<file path="config.mk">
export PLATFORM = sky130hd
export DESIGN_NAME = leitor_display_flat
export DESIGN_NICKNAME = d
export VERILOG_FILES = /design/src/rtl/leitor_display_pkg.sv /design/src/rtl/leitor_display_if.sv /design/src/rtl/leitor_display_seg_para_codigo.sv /design/src/rtl/leitor_display.sv /design/src/flat_wrapper.sv
export SDC_FILE = /design/constraint.sdc
export NUM_CORES = 1
export LEC_CHECK = 0
export CELL_PAD_IN_SITES_DETAIL_PLACEMENT = 0
export CELL_PAD_IN_SITES_GLOBAL_PLACEMENT = 1
export CORE_ASPECT_RATIO = 1.25
export CORE_UTILIZATION = 33
export CTS_CLUSTER_SIZE = 25
export DETAILED_ROUTE_END_ITERATION = 16
export GPL_ROUTABILITY_DRIVEN = 0
export HOLD_SLACK_MARGIN = 0.02
export PLACE_DENSITY_LB_ADDON = 0.1
export SYNTH_ARGS = -nofsm -noshare
export SYNTH_HDL_FRONTEND = slang
export SYNTH_SLANG_ARGS = --single-unit
</file>
<file path="constraint.sdc">
create_clock -name clock -period 4.1 [get_ports clock]
set_clock_uncertainty 0.1 [all_clocks]
set_input_delay 0.82 -clock clock [delete_from_list [all_inputs] [get_ports clock]]
set_output_delay 0.82 -clock clock [all_outputs]
set_load 0.01 [all_outputs]
</file>
<file path="src/rtl/leitor_display_pkg.sv">
// Shared constants and types for the 7-segment scan readback logic.
package display_pkg;

  localparam int NUM_DIGITOS = 4;

  localparam logic [3:0] COD_BRANCO = 4'hF;
  localparam logic [3:0] COD_ERRO   = 4'hE;

  // Active-low segment patterns, bit order {g,f,e,d,c,b,a}
  localparam logic [6:0] SEG_0      = 7'h40;
  localparam logic [6:0] SEG_1      = 7'h79;
  localparam logic [6:0] SEG_2      = 7'h24;
  localparam logic [6:0] SEG_3      = 7'h30;
  localparam logic [6:0] SEG_4      = 7'h19;
  localparam logic [6:0] SEG_5      = 7'h12;
  localparam logic [6:0] SEG_6      = 7'h02;
  localparam logic [6:0] SEG_7      = 7'h78;
  localparam logic [6:0] SEG_8      = 7'h00;
  localparam logic [6:0] SEG_9      = 7'h10;
  localparam logic [6:0] SEG_BRANCO = 7'h7F;

  // Indexed by the decimal value the pattern represents
  localparam logic [6:0] SEG_DIGITO [10] = '{SEG_0, SEG_1, SEG_2, SEG_3, SEG_4,
                                             SEG_5, SEG_6, SEG_7, SEG_8, SEG_9};

  typedef enum logic {
    COLETA  = 1'b0,
    PUBLICA = 1'b1
  } estado_t;

  // True when exactly one active-low anode line is asserted
  function automatic logic um_ativo(input logic [NUM_DIGITOS-1:0] d);
    return ($countones(~d) == 1);
  endfunction

endpackage

</file>
<file path="src/rtl/leitor_display_if.sv">
// Scan bus plus decoded-frame outputs of the display readback monitor.
interface leitor_display_if;
  import display_pkg::*;

  logic [NUM_DIGITOS-1:0]   digitos;
  logic [7:0]               segmentos;
  logic [4*NUM_DIGITOS-1:0] valores;
  logic [NUM_DIGITOS-1:0]   pontos;
  logic                     quadro_valido;
  logic                     mudou;
  logic                     falha;

  // Side that drives the scan lines and observes the decoded frame
  modport master (
    output digitos, segmentos,
    input  valores, pontos, quadro_valido, mudou, falha
  );

  // The readback monitor itself
  modport slave (
    input  digitos, segmentos,
    output valores, pontos, quadro_valido, mudou, falha
  );

endinterface

</file>
<file path="src/rtl/leitor_display_seg_para_codigo.sv">
// Combinational active-low 7-segment pattern to 4-bit code decoder.
// Unknown patterns decode to COD_ERRO, all-off decodes to COD_BRANCO.
module seg_para_codigo
  import display_pkg::*;
(
  input  logic [6:0] padrao,
  output logic [3:0] codigo
);

  logic [9:0] acerto;

  generate
    for (genvar gi = 0; gi < 10; gi++) begin : g_cmp
      assign acerto[gi] = (padrao == SEG_DIGITO[gi]);
    end
  endgenerate

  // Patterns are distinct, so at most one match bit is ever set
  always_comb begin
    codigo = COD_ERRO;
    if (padrao == SEG_BRANCO) begin
      codigo = COD_BRANCO;
    end
    for (int i = 0; i < 10; i++) begin
      if (acerto[i]) begin
        codigo = 4'(i);
      end
    end
  end

endmodule

</file>
<file path="src/rtl/leitor_display.sv">
// Readback monitor for the multiplexed 4-digit 7-segment bus: samples the
// scan lines, accepts each digit slot once it has been stable, decodes it and
// publishes a full frame once every digit has been seen.
module leitor_display
  import display_pkg::*;
#(
  parameter int ESTAVEL = 4,
  parameter int TIMEOUT = 1_000_000
) (
  input logic             clock,
  input logic             reset,
  leitor_display_if.slave bus
);

  localparam int CW = $clog2(ESTAVEL + 1);
  localparam int TW = $clog2(TIMEOUT + 1);
  localparam logic [CW-1:0] EST_MAX = CW'(ESTAVEL);
  localparam logic [TW-1:0] TMO_MAX = TW'(TIMEOUT);

  logic [NUM_DIGITOS-1:0]   dig_reg;
  logic [7:0]               seg_reg;
  logic [NUM_DIGITOS-1:0]   dig_prev_reg;
  logic [7:0]               seg_prev_reg;
  logic [CW-1:0]            cnt_reg, cnt_next;
  logic [TW-1:0]            tmo_reg;
  logic [NUM_DIGITOS-1:0]   vistos_reg, vistos_next;
  logic [3:0]               sombra_cod_reg [NUM_DIGITOS];
  logic [NUM_DIGITOS-1:0]   sombra_pt_reg;
  logic [4*NUM_DIGITOS-1:0] sombra_val;
  logic [4*NUM_DIGITOS-1:0] valores_reg;
  logic [NUM_DIGITOS-1:0]   pontos_reg;
  logic                     mudou_reg;
  estado_t                  estado_reg, estado_next;

  logic                     amostra_ok;
  logic                     igual;
  logic                     aceita;
  logic                     publica;
  logic [NUM_DIGITOS-1:0]   aceita_dig;
  logic [3:0]               cod_atual;

  // Input register: every decision below uses these registered pins
  always_ff @(posedge clock or posedge reset) begin
    if (reset) begin
      dig_reg <= '1;
      seg_reg <= '1;
    end else begin
      dig_reg <= bus.digitos;
      seg_reg <= bus.segmentos;
    end
  end

  seg_para_codigo u_decod (
    .padrao (seg_reg[6:0]),
    .codigo (cod_atual)
  );

  assign amostra_ok = um_ativo(dig_reg);
  assign igual      = (dig_reg == dig_prev_reg) && (seg_reg == seg_prev_reg);

  // Stability count: saturates, reloads to 1 on a change, clears on invalid samples
  always_comb begin
    cnt_next = '0;
    if (amostra_ok) begin
      if (igual) begin
        cnt_next = (cnt_reg == EST_MAX) ? EST_MAX : cnt_reg + 1'b1;
      end else begin
        cnt_next = CW'(1);
      end
    end
  end

  // Accept only on the transition into saturation so a held slot counts once
  assign aceita  = amostra_ok && (cnt_next == EST_MAX) && (cnt_reg != EST_MAX);
  assign publica = (estado_reg == COLETA) && (vistos_reg == '1);

  generate
    for (genvar gi = 0; gi < NUM_DIGITOS; gi++) begin : g_digito
      assign aceita_dig[gi]          = aceita && !dig_reg[gi];
      assign sombra_val[4*gi +: 4]   = sombra_cod_reg[gi];
    end
  endgenerate

  // Stability counter and last valid sample; invalid samples leave the sample alone
  always_ff @(posedge clock or posedge reset) begin
    if (reset) begin
      cnt_reg      <= '0;
      dig_prev_reg <= '1;
      seg_prev_reg <= '1;
    end else begin
      cnt_reg <= cnt_next;
      if (amostra_ok && !igual) begin
        dig_prev_reg <= dig_reg;
        seg_prev_reg <= seg_reg;
      end
    end
  end

  // Shadow registers: latest accepted code and dp per digit
  always_ff @(posedge clock or posedge reset) begin
    if (reset) begin
      for (int i = 0; i < NUM_DIGITOS; i++) begin
        sombra_cod_reg[i] <= COD_BRANCO;
      end
      sombra_pt_reg <= '0;
    end else begin
      for (int i = 0; i < NUM_DIGITOS; i++) begin
        if (aceita_dig[i]) begin
          sombra_cod_reg[i] <= cod_atual;
          sombra_pt_reg[i]  <= ~seg_reg[7];
        end
      end
    end
  end

  // Seen mask: a publish clears it, but a same-cycle acceptance starts the next frame
  always_comb begin
    vistos_next = publica ? '0 : vistos_reg;
    vistos_next = vistos_next | aceita_dig;
  end

  // Seen-mask register
  always_ff @(posedge clock or posedge reset) begin
    if (reset) begin
      vistos_reg <= '0;
    end else begin
      vistos_reg <= vistos_next;
    end
  end

  // FSM state register
  always_ff @(posedge clock or posedge reset) begin
    if (reset) begin
      estado_reg <= COLETA;
    end else begin
      estado_reg <= estado_next;
    end
  end

  // FSM next state: PUBLICA lasts exactly one cycle
  always_comb begin
    estado_next = estado_reg;
    case (estado_reg)
      COLETA:  if (vistos_reg == '1) estado_next = PUBLICA;
      PUBLICA: estado_next = COLETA;
      default: estado_next = COLETA;
    endcase
  end

  // Frame registers loaded on the edge that enters PUBLICA
  always_ff @(posedge clock or posedge reset) begin
    if (reset) begin
      valores_reg <= {NUM_DIGITOS{COD_BRANCO}};
      pontos_reg  <= '0;
      mudou_reg   <= 1'b0;
    end else begin
      mudou_reg <= 1'b0;
      if (publica) begin
        valores_reg <= sombra_val;
        pontos_reg  <= sombra_pt_reg;
        mudou_reg   <= ({sombra_val, sombra_pt_reg} != {valores_reg, pontos_reg});
      end
    end
  end

  // Timeout counter: restarts on every publish, saturates at the limit
  always_ff @(posedge clock or posedge reset) begin
    if (reset) begin
      tmo_reg <= '0;
    end else if (publica) begin
      tmo_reg <= '0;
    end else if (tmo_reg != TMO_MAX) begin
      tmo_reg <= tmo_reg + 1'b1;
    end
  end

  // FSM/output decode; everything here comes straight from registers
  always_comb begin
    bus.valores       = valores_reg;
    bus.pontos        = pontos_reg;
    bus.mudou         = mudou_reg;
    bus.quadro_valido = (estado_reg == PUBLICA);
    bus.falha         = (tmo_reg == TMO_MAX);
  end

endmodule

</file>
<file path="src/flat_wrapper.sv">
// flat-port wrapper written by rule: the top's interface ports become plain ports
module leitor_display_flat import display_pkg::*;
#(
  parameter int ESTAVEL = 4,
  parameter int TIMEOUT = 1_000_000
)
  (clock, reset, bus_digitos, bus_segmentos, bus_valores, bus_pontos, bus_quadro_valido, bus_mudou, bus_falha);
  leitor_display_if bus_i ();
  input logic clock;
  input logic reset;
  input wire logic [$bits(bus_i.digitos)-1:0] bus_digitos;
  input wire logic [$bits(bus_i.segmentos)-1:0] bus_segmentos;
  output wire logic [$bits(bus_i.valores)-1:0] bus_valores;
  output wire logic [$bits(bus_i.pontos)-1:0] bus_pontos;
  output wire logic [$bits(bus_i.quadro_valido)-1:0] bus_quadro_valido;
  output wire logic [$bits(bus_i.mudou)-1:0] bus_mudou;
  output wire logic [$bits(bus_i.falha)-1:0] bus_falha;
  assign bus_i.digitos = bus_digitos;
  assign bus_i.segmentos = bus_segmentos;
  assign bus_valores = bus_i.valores;
  assign bus_pontos = bus_i.pontos;
  assign bus_quadro_valido = bus_i.quadro_valido;
  assign bus_mudou = bus_i.mudou;
  assign bus_falha = bus_i.falha;
  leitor_display #(.ESTAVEL(ESTAVEL), .TIMEOUT(TIMEOUT)) u_core (.clock(clock), .reset(reset), .bus(bus_i));
endmodule
</file>
== Yosys cells after proc, flatten, opt, wreduce, memory -nomap -nowiden ==
Index checks and enable logic that the tools add are counted.

* Equal/unequal tests: 20
* Reduce and logical (&&, ||, !) cells: 16
* $add $sub $neg: 5
* Bitwise operators: 4
* Multiplexer cells: 20

{| class="wikitable"
|+ Operators with widths
! kind !! number
|-
| 2-to-1 mux 4 bit || 11
|-
| 2-to-1 mux 20 bit || 2
|-
| adder 32 bit || 1
|-
| == test 32 x 2 -> 1 bit (second input constant) || 1
|-
| == test 7 bit (second input constant) || 4
|-
| == test 7 x 5 -> 1 bit (second input constant) || 3
|-
| adder 20 x 1 -> 20 bit (second input constant) || 1
|-
| == test 20 bit (second input constant) || 1
|-
| inequality test 20 bit || 1
|-
| inequality test 20 bit (second input constant) || 1
|-
| == test 7 x 6 -> 1 bit (second input constant) || 2
|-
| logical AND 1 bit || 9
|-
| 2-to-1 mux 3 bit || 3
|-
| == test 8 bit || 1
|-
| == test 7 x 2 -> 1 bit (second input constant) || 1
|-
| logical NOT 7 bit || 1
|-
| == test 3 bit (second input constant) || 2
|-
| logical NOT 1 bit || 5
|-
| adder 1 x 1 -> 2 bit || 2
|-
| == test 4 bit || 1
|-
| == test 4 bit (second input constant) || 1
|-
| NOT 4 bit || 1
|-
| bitwise OR 4 bit || 1
|-
| adder 3 x 1 -> 3 bit (second input constant) || 1
|-
| 5 further kinds || 8
|}

* Word-level logic and storage cells: 84
* Output and inout bits: 23
* Bits in registers: 93

== Logic depth before layout (Yosys ltp) ==
Gate-level depths: netlist of run 1.

* Word-level depth: 12
* Gate-level depth with buffers: 9

== Hierarchy ==
From an unflattened synthesis of run 1, not the netlist that was laid out.

* Cells, all modules: 423
* Area total of the unflattened synthesis: 4529.3 um^2

{| class="wikitable"
|+ By module, submodules not included
! module !! instances !! area each (um^2) !! cells each !! sequential area each (um^2)
|-
| leitor_display || 1 || 4327.9 || 395 || 2397.3
|-
| seg_para_codigo || 1 || 201.4 || 28 || 0.0
|}

== Worst setup path before layout of run 1 ==
No wires, ideal clock.

* Kind: reg2reg
* Start point: register u_core.dig_reg[2]
* End point: register u_core.sombra_cod_reg[4] in the netlist's numbering
* Arrival time: 2846 ps
* Setup slack: 1078 ps
* Required time: 3924 ps
* Library setup time: 76 ps
* Stages on the path, launching flop included: 10
* Cells stage by stage: dfstp_2 -> inv_1 -> ha_1 -> ha_1 -> fa_1 -> nor3b_1 -> clkbuf_1 -> o211ai_1 -> nor4_4 -> mux2i_1

* Cells in the longest elaborated chain, start to end: 9
* Elaborated cells between the ends (all ways): 13
* Those cells by class: add/sub: 2; eq/ne: 3; mux: 2; bitwise: 1; reduce/logical: 5

{| class="wikitable"
|+ Ends and longest elaborated chain
! item !! RTL line !! text
|-
| start: declaration || leitor_display.sv:20 || <nowiki>logic [NUM_DIGITOS-1:0] dig_reg;</nowiki>
|-
| start signal: assignment || leitor_display.sv:48 || <nowiki>dig_reg <= bus.digitos;</nowiki>
|-
| NOT 4 bit || leitor_display_pkg.sv:33 || <nowiki>return ($countones(~d) == 1);</nowiki>
|-
| adder 1 x 1 -> 2 bit (implied by the code) || leitor_display_pkg.sv:33 ||
|-
| adder 32 bit (implied by the code) || leitor_display_pkg.sv:33 ||
|-
| == test 32 x 2 -> 1 bit || leitor_display_pkg.sv:33 ||
|-
| 2-to-1 mux 3 bit || leitor_display.sv:64 || <nowiki>if (amostra_ok) begin</nowiki>
|-
| == test 3 bit || leitor_display.sv:74 || <nowiki>assign aceita = amostra_ok && (cnt_next == EST_MAX) && (cnt_reg != EST_MAX);</nowiki>
|-
| logical AND 1 bit (2 in a row) || leitor_display.sv:74 ||
|-
| logical AND 1 bit (*) || leitor_display.sv:79 || <nowiki>assign aceita_dig[gi] = aceita && !dig_reg[gi];</nowiki>
|-
| end signal: indexed assignment || leitor_display.sv:109 || <nowiki>sombra_cod_reg[i] <= cod_atual;</nowiki>
|-
| end: declaration || leitor_display.sv:27 || <nowiki>logic [3:0] sombra_cod_reg [NUM_DIGITOS];</nowiki>
|}

Mark *: on every way between the ends. The rest lies on a longest branch, timed or not.
A chain may end at the register's enable or synchronous reset.

== Final worst setup path of run 1 ==
* Start point: register u_core.tmo_reg[5]
* End point: output port bus_falha

* Cells in the longest elaborated chain, start to end: 1

{| class="wikitable"
|+ Ends and longest elaborated chain
! item !! RTL line !! text
|-
| start: declaration || leitor_display.sv:25 || <nowiki>logic [TW-1:0] tmo_reg;</nowiki>
|-
| start signal: assignment || leitor_display.sv:173 || <nowiki>tmo_reg <= tmo_reg + 1'b1;</nowiki>
|-
| == test 20 bit || leitor_display.sv:183 || <nowiki>bus.falha = (tmo_reg == TMO_MAX);</nowiki>
|-
| end: declaration || flat_wrapper.sv:17 || <nowiki>output wire logic [$bits(bus_i.falha)-1:0] bus_falha;</nowiki>
|}

No other way between the ends.

==> impl_metrics.env, run 1 <==
export IMPL_antenna_found_initial=0
export IMPL_first_pass_iters=4
export IMPL_hpwl_um=6520
export IMPL_cts_hold_buffers=0
export IMPL_core_um2=13400
export IMPL_start_kind="flop"
export IMPL_ys_warn_count=0
export IMPL_synth_cell_types=47
export IMPL_die_w_um=107
export IMPL_status="finished, final reports clean"
export IMPL_drtIter0Drc=113
export IMPL_synth_edf_count=0
export IMPL_yosysTopAreaCell="dfstp_2"
export IMPL_drt_total_wl_um=9360
export IMPL_ant_nets=0
export IMPL_fin_crit_sh_pct=80.2
export IMPL_vdd_drop_max_uv=173
export IMPL_wl_per_cell_um=14.6
export IMPL_dieHeight_um=134
export IMPL_avgSynthCellArea_um2=10.6
export IMPL_crit_type="reg2out"
export IMPL_clkSinkCount=93
export IMPL_cts_setup_buffers=0
export IMPL_cp_end_kind="output port"
export IMPL_synth_fp_nets=453
export IMPL_tns_ps=0
export IMPL_crit_slowest_cell="clkdlybuf4s50_1"
export IMPL_portBuffers=36
export IMPL_fp_dieArea_um2=14400
export IMPL_drive_gt1_share_pct=18.1
export IMPL_cts_tree="yes"
export IMPL_cts_inserted_buffers=9
export IMPL_p_per_area_nw_per_um2=399
export IMPL_grtUsageTotal_pct=14.4
export IMPL_clkLatencyLatePin_ps=350
export IMPL_grt_pass1_vias=3034
export IMPL_multi_input_area_um2=2000
export IMPL_tightestPinTransition_ps=750
export IMPL_synthFlopType="dfstp_2"
export IMPL_viasPerCell=4.85
export IMPL_synth_top_cell_area_share_pct=32.1
export IMPL_rows=47
export IMPL_cts_buffer_depth=2
export IMPL_ios=37
export IMPL_cts_root_buf="clkbuf_16"
export IMPL_htree_levels=3
export IMPL_rsz0062_at_grt="false"
export IMPL_slowest_delay_ps=580
export IMPL_fin_nets=486
export IMPL_clkTransAtPathRegs_ps=70
export IMPL_ys_ff_latch=93
export IMPL_overflow=0
export IMPL_drc=0
export IMPL_largest_reg_flops=20
export IMPL_vias=3101
export IMPL_n_antenna_cell=0
export IMPL_timing_hold_violations_final=0
export IMPL_max_freq_mhz=304
export IMPL_fin_crit_ps=3290
export IMPL_cp_cell_sequence="nor4b_1, nand2_1, nor4_1, clkdlybuf4s50_1"
export IMPL_cts_resized=0
export IMPL_hold_path_class="reg2reg"
export IMPL_syn_instance_count=431
export IMPL_relSlewSlack_pct=49.5
export IMPL_crit_buf_inv=1
export IMPL_syn_to_final_growth_pct=18.3
export IMPL_setup_viol=0
export IMPL_worstPathArrival_ps=2370
export IMPL_seqCellArea_um2=2400
export IMPL_crit_family="simple AND/OR/NAND/NOR gates"
export IMPL_synthArstFlopShare_pct=100
export IMPL_grt_pass1_wl_um=15700
export IMPL_yosysSeqAreaShare_pct=52.3
export IMPL_maxCapViolCount=0
export IMPL_synth_area_leaders="dfstp_2, dfrtp_1, xnor2_1, mux2i_1, nand2_1"
export IMPL_leakage_nw=2.14
export IMPL_cp_required_ps=3180
export IMPL_finalPower_mw=2.16
export IMPL_drv_slew=0
export IMPL_start_util_pct=34.2
export IMPL_netlist_area_um2=4580
export IMPL_grt_start_max_net_pins=94
export IMPL_crit_fanout=7
export IMPL_whs_ps=366
export IMPL_fillers=1343
layout make-up:
class,count,area share [%]
Sequential cell,93,44.3
Clock buffer,10,4.23
Tap cell,171,3.95
Inverter,32,2.24
Timing Repair Buffer,39,7.30
Multi-Input combinational cell,289,36.9
Clock inverter,6,1.16
power breakdown:
part           switching (mW)  internal (mW)  leakage [nW]
Combinational           0.139          0.108         0.907
Clock                   0.363          0.473         0.147
Sequential             0.0546           1.02          1.08
Total                   0.556           1.60          2.14
worst paths after layout:
path                                   startpoint  depth (start not counted)                         to  slack [ps]
setup / recovery                u_core.tmo_reg[5]                          4                  bus_falha         810
hold / removal             u_core.seg_prev_reg[4]                          2     u_core.seg_prev_reg[4]         370
setup reg to reg                u_core.dig_reg[2]                          9  u_core.sombra_cod_reg[13]         940
hold reg to reg            u_core.seg_prev_reg[4]                          2     u_core.seg_prev_reg[4]         370
max in group asynchronous                   reset                          3      u_core.bus.valores[9]        2700
min in group asynchronous                   reset                          3          u_core.cnt_reg[0]         810
metrics by stage:
| step | cells | worst slack [ps] | util (%) | area (µm²) |
|---|---|---|---|---|
| floorplan | 431 | 852 | - | 4580 |
| global route | 640 | 630 | 40.4 | 5420 |
| global placement | 624 | 1030 | 38.2 | 5120 |
| finish | 640 | 814 | 40.4 | 5420 |
| CTS | 640 | 782 | 40.4 | 5420 |
| detailed placement | 624 | 939 | 38.2 | 5120 |
logic make-up after synthesis:
kind of cell | count (synthesis) | synth area share, %
buffers and inverters | 49 | 4.07
flip-flops | 93 | 52.3
AO/OA/AOI/OAI | 58 | 7.62
multiplexers | 25 | 5.52
AND/OR/NAND/NOR | 151 | 19.1
adder cells (fa/ha/maj) | 8 | 2.35
XOR/XNOR | 47 | 8.99
per-layer routing:
| layer | wire [µm] | GRT usage, % | vias to the layer above | part of all wire, % |
|---|---|---|---|---|
| met2 | 4570 | 22.8 | 36 | 49 |
| met3 | 189 | 2.35 | 15 | 2.0 |
| li1 | - | - | 1553 | - |
| met4 | 244 | 7.76 | 0 | 2.6 |
| met1 | 4350 | 18.6 | 1497 | 46 |
| met5 | 0 | 0 | - | 0 |
Yosys cell counts (3+ instances only):
master,n
a21o_1,4
a21oi_1,7
and4_1,3
clkbuf_1,14
dfrtp_1,37
dfstp_2,56
ha_1,7
inv_1,32
mux2i_1,23
nand2_1,53
nand3_1,9
nand3b_1,3
nand4_1,11
nand4_2,3
nor2_1,17
nor2b_1,4
nor3_1,8
nor3b_1,6
nor4_1,9
nor4_4,4
nor4b_1,4
o211ai_1,6
o21ai_0,28
o31ai_1,4
or3_1,3
or4_1,4
xnor2_1,31
xor2_1,16
worst register-to-register path: stages (launching register included):
cell and delay, ps:
dfstp_2 550, inv_1 50, ha_1 290, ha_1 210, fa_1 450, nor3b_1 210
buf_4 210, o211ai_1 150, nor4_4 590, mux2i_1 260
placed cells by master, fill, tap and decap left out, drive strengths merged, types with 5 or more instances in the layout:
| cell type | Yosys | final |
|---|---|---|
| o211ai | 6 | 6 |
| o21ai | 28 | 28 |
| a21oi | 7 | 7 |
| xor2 | 16 | 16 |
| nand3 | 9 | 9 |
| nor3b | 6 | 6 |
| nand4 | 14 | 14 |
| ha | 7 | 7 |
| dfstp | 56 | 56 |
| xnor2 | 31 | 31 |
| clkdlybuf4s50 | 0 | 36 |
| nand2 | 53 | 53 |
| nor2 | 17 | 17 |
| nor3 | 8 | 8 |
| clkbuf | 14 | 10 |
| inv | 32 | 32 |
| clkinv | 0 | 5 |
| nor4 | 13 | 13 |
| mux2i | 23 | 23 |
| dfrtp | 37 | 37 |
Power figures use the tool's default switching activity.
==> run 2: changes to the inputs <==
==> constraint.sdc (replaced) <==
create_clock -name clock -period 3 [get_ports clock]
set_clock_uncertainty 0.1 [all_clocks]
set_input_delay 0.6 -clock clock [delete_from_list [all_inputs] [get_ports clock]]
set_output_delay 0.6 -clock clock [all_outputs]
set_load 0.01 [all_outputs]
==> run 2 against run 1 <==
Compared with the run above: non-clock buffer count is 8 higher; critical path depth is 6 higher; register-to-register slack lost 760 ps; cell count grew 1.3%; clock-buffer cell count grew 2; global-route usage up 0.27 points; utilization rose by 0.56 points; largest power group unchanged; combinational power rose by 41%; clock power rose by 23%.
==> impl_metrics.env, run 2 (synthesized netlist as in run 1, its figures left out) <==
export IMPL_status="finished, final reports clean"
export IMPL_fin_nets=494
export IMPL_drv_slew=0
export IMPL_vias=3145
export IMPL_fp_dieArea_um2=14400
export IMPL_worstPathArrival_ps=2980
export IMPL_ios=37
export IMPL_setup_viol=0
export IMPL_p_per_area_nw_per_um2=519
export IMPL_fin_crit_ps=2820
export IMPL_clkSinkCount=93
export IMPL_drive_gt1_share_pct=19.5
export IMPL_overflow=0
export IMPL_placed_cells=631
export IMPL_ant_nets=0
export IMPL_first_pass_iters=4
export IMPL_cts_tree="yes"
export IMPL_clkLatencyLatePin_ps=340
export IMPL_drt_total_wl_um=9540
export IMPL_rows=47
export IMPL_tightestPinTransition_ps=759
export IMPL_layout_common_cells="dfstp_2, nand2_1, dfrtp_1, clkdlybuf4s50_1"
export IMPL_relSlewSlack_pct=48.9
export IMPL_rsz0062_at_grt="false"
export IMPL_final_common_cell="dfstp_2"
export IMPL_crit_fanout=7
export IMPL_die_w_um=107
export IMPL_clkTransAtPathRegs_ps=60
export IMPL_fin_crit_sh_pct=94.0
export IMPL_timing_hold_violations_final=0
export IMPL_crit_type="reg2reg"
export IMPL_portBuffers=36
export IMPL_maxCapViolCount=0
export IMPL_grt_start_max_net_pins=48
export IMPL_start_util_pct=34.2
export IMPL_cp_end_kind="flop"
export IMPL_tns_ps=0
export IMPL_syn_to_final_growth_pct=19.9
export IMPL_n_antenna_cell=0
export IMPL_finalPower_mw=2.85
export IMPL_grtUsageTotal_pct=14.6
export IMPL_drc=0
export IMPL_grt_pass1_vias=3066
export IMPL_hpwl_um=6720
export IMPL_core_um2=13400
export IMPL_viasPerCell=4.85
export IMPL_cts_inserted_buffers=9
export IMPL_start_kind="flop"
export IMPL_dieHeight_um=134
export IMPL_cts_buffer_depth=2
export IMPL_cp_required_ps=3160
export IMPL_instances_no_fill=648
export IMPL_grt_pass1_wl_um=16100
export IMPL_hold_path_class="reg2reg"
export IMPL_cts_root_buf="clkbuf_16"
export IMPL_antenna_found_initial=0
export IMPL_htree_levels=3
export IMPL_max_freq_mhz=355
export IMPL_fillers=1299
export IMPL_wl_per_cell_um=14.7
export IMPL_leakage_nw=2.17
export IMPL_largest_reg_flops=20
export IMPL_vdd_drop_max_uv=236
export IMPL_cts_hold_buffers=0
export IMPL_drtIter0Drc=103
run 2: critical path, cell delays in order, from the launching register on:
cell and delay [ps]:
dfstp_2 560, inv_1 60, ha_1 290, ha_1 210, fa_1 470, nor3b_2 180, buf_4 160, o211ai_1 140
nor4_4 220, buf_12 170, mux2i_2 190
run 2: report_power, final:
part | total, mW | internal (mW) | switching [mW]
combinational | 0.348 | 0.156 | 0.193
sequential | 1.47 | 1.40 | 0.0736
clock | 1.03 | 0.561 | 0.469
run 2: final cells by class:
type	instances	area, µm²	share of cell area, %
inverters	32	124	2.26
clock inverters	4	27.5	0.501
repair buffers	47	487	8.87
clock buffers	12	236	4.31
well taps	171	214	3.90
multi-input cells	289	2000	36.5
flip-flops and latches	93	2400	43.7
run 2: timing repair:
action | CTS | global route
pin swaps | 0 | 2
resized for setup | 1 | 4
setup endpoints to repair | 1 | 19
buffers inserted | 0 | 1
run 2: through the flow:
stage          utilization, %  area (µm²)  hold WS [ps]  setup slack (ps)
2_1_floorplan               -        4580           342             0.268
3_3_place_gp             38.8        5200           351               109
3_5_place_dp             38.8        5200           356              44.5
4_1_cts                  40.8        5470           366              36.3
5_1_grt                  40.9        5490           384              4.96
6_report                 40.9        5490           364               180
run 2: path summary, 6_finish.rpt:
check,from,end,slack (ps),cells past startpoint
max,u_core.dig_reg[2],u_core.sombra_cod_reg[9],180,10
max reg2reg,u_core.dig_reg[2],u_core.sombra_cod_reg[9],180,10
min reg2reg,u_core.seg_prev_reg[3],u_core.seg_prev_reg[3],360,2
min,u_core.seg_prev_reg[3],u_core.seg_prev_reg[3],360,2
min in group asynchronous,reset,u_core.dig_reg[3],970,2
max in group asynchronous,reset,u_core.sombra_cod_reg[10],1520,3
run 2: metal layers:
metal	wire length, µm	global-route usage [%]	vias to the layer above
li1	-	-	1570
met1	4630	20.0	1524
met2	4510	22.8	40
met3	251	2.74	11
met4	142	5.71	0
met5	0	0	-
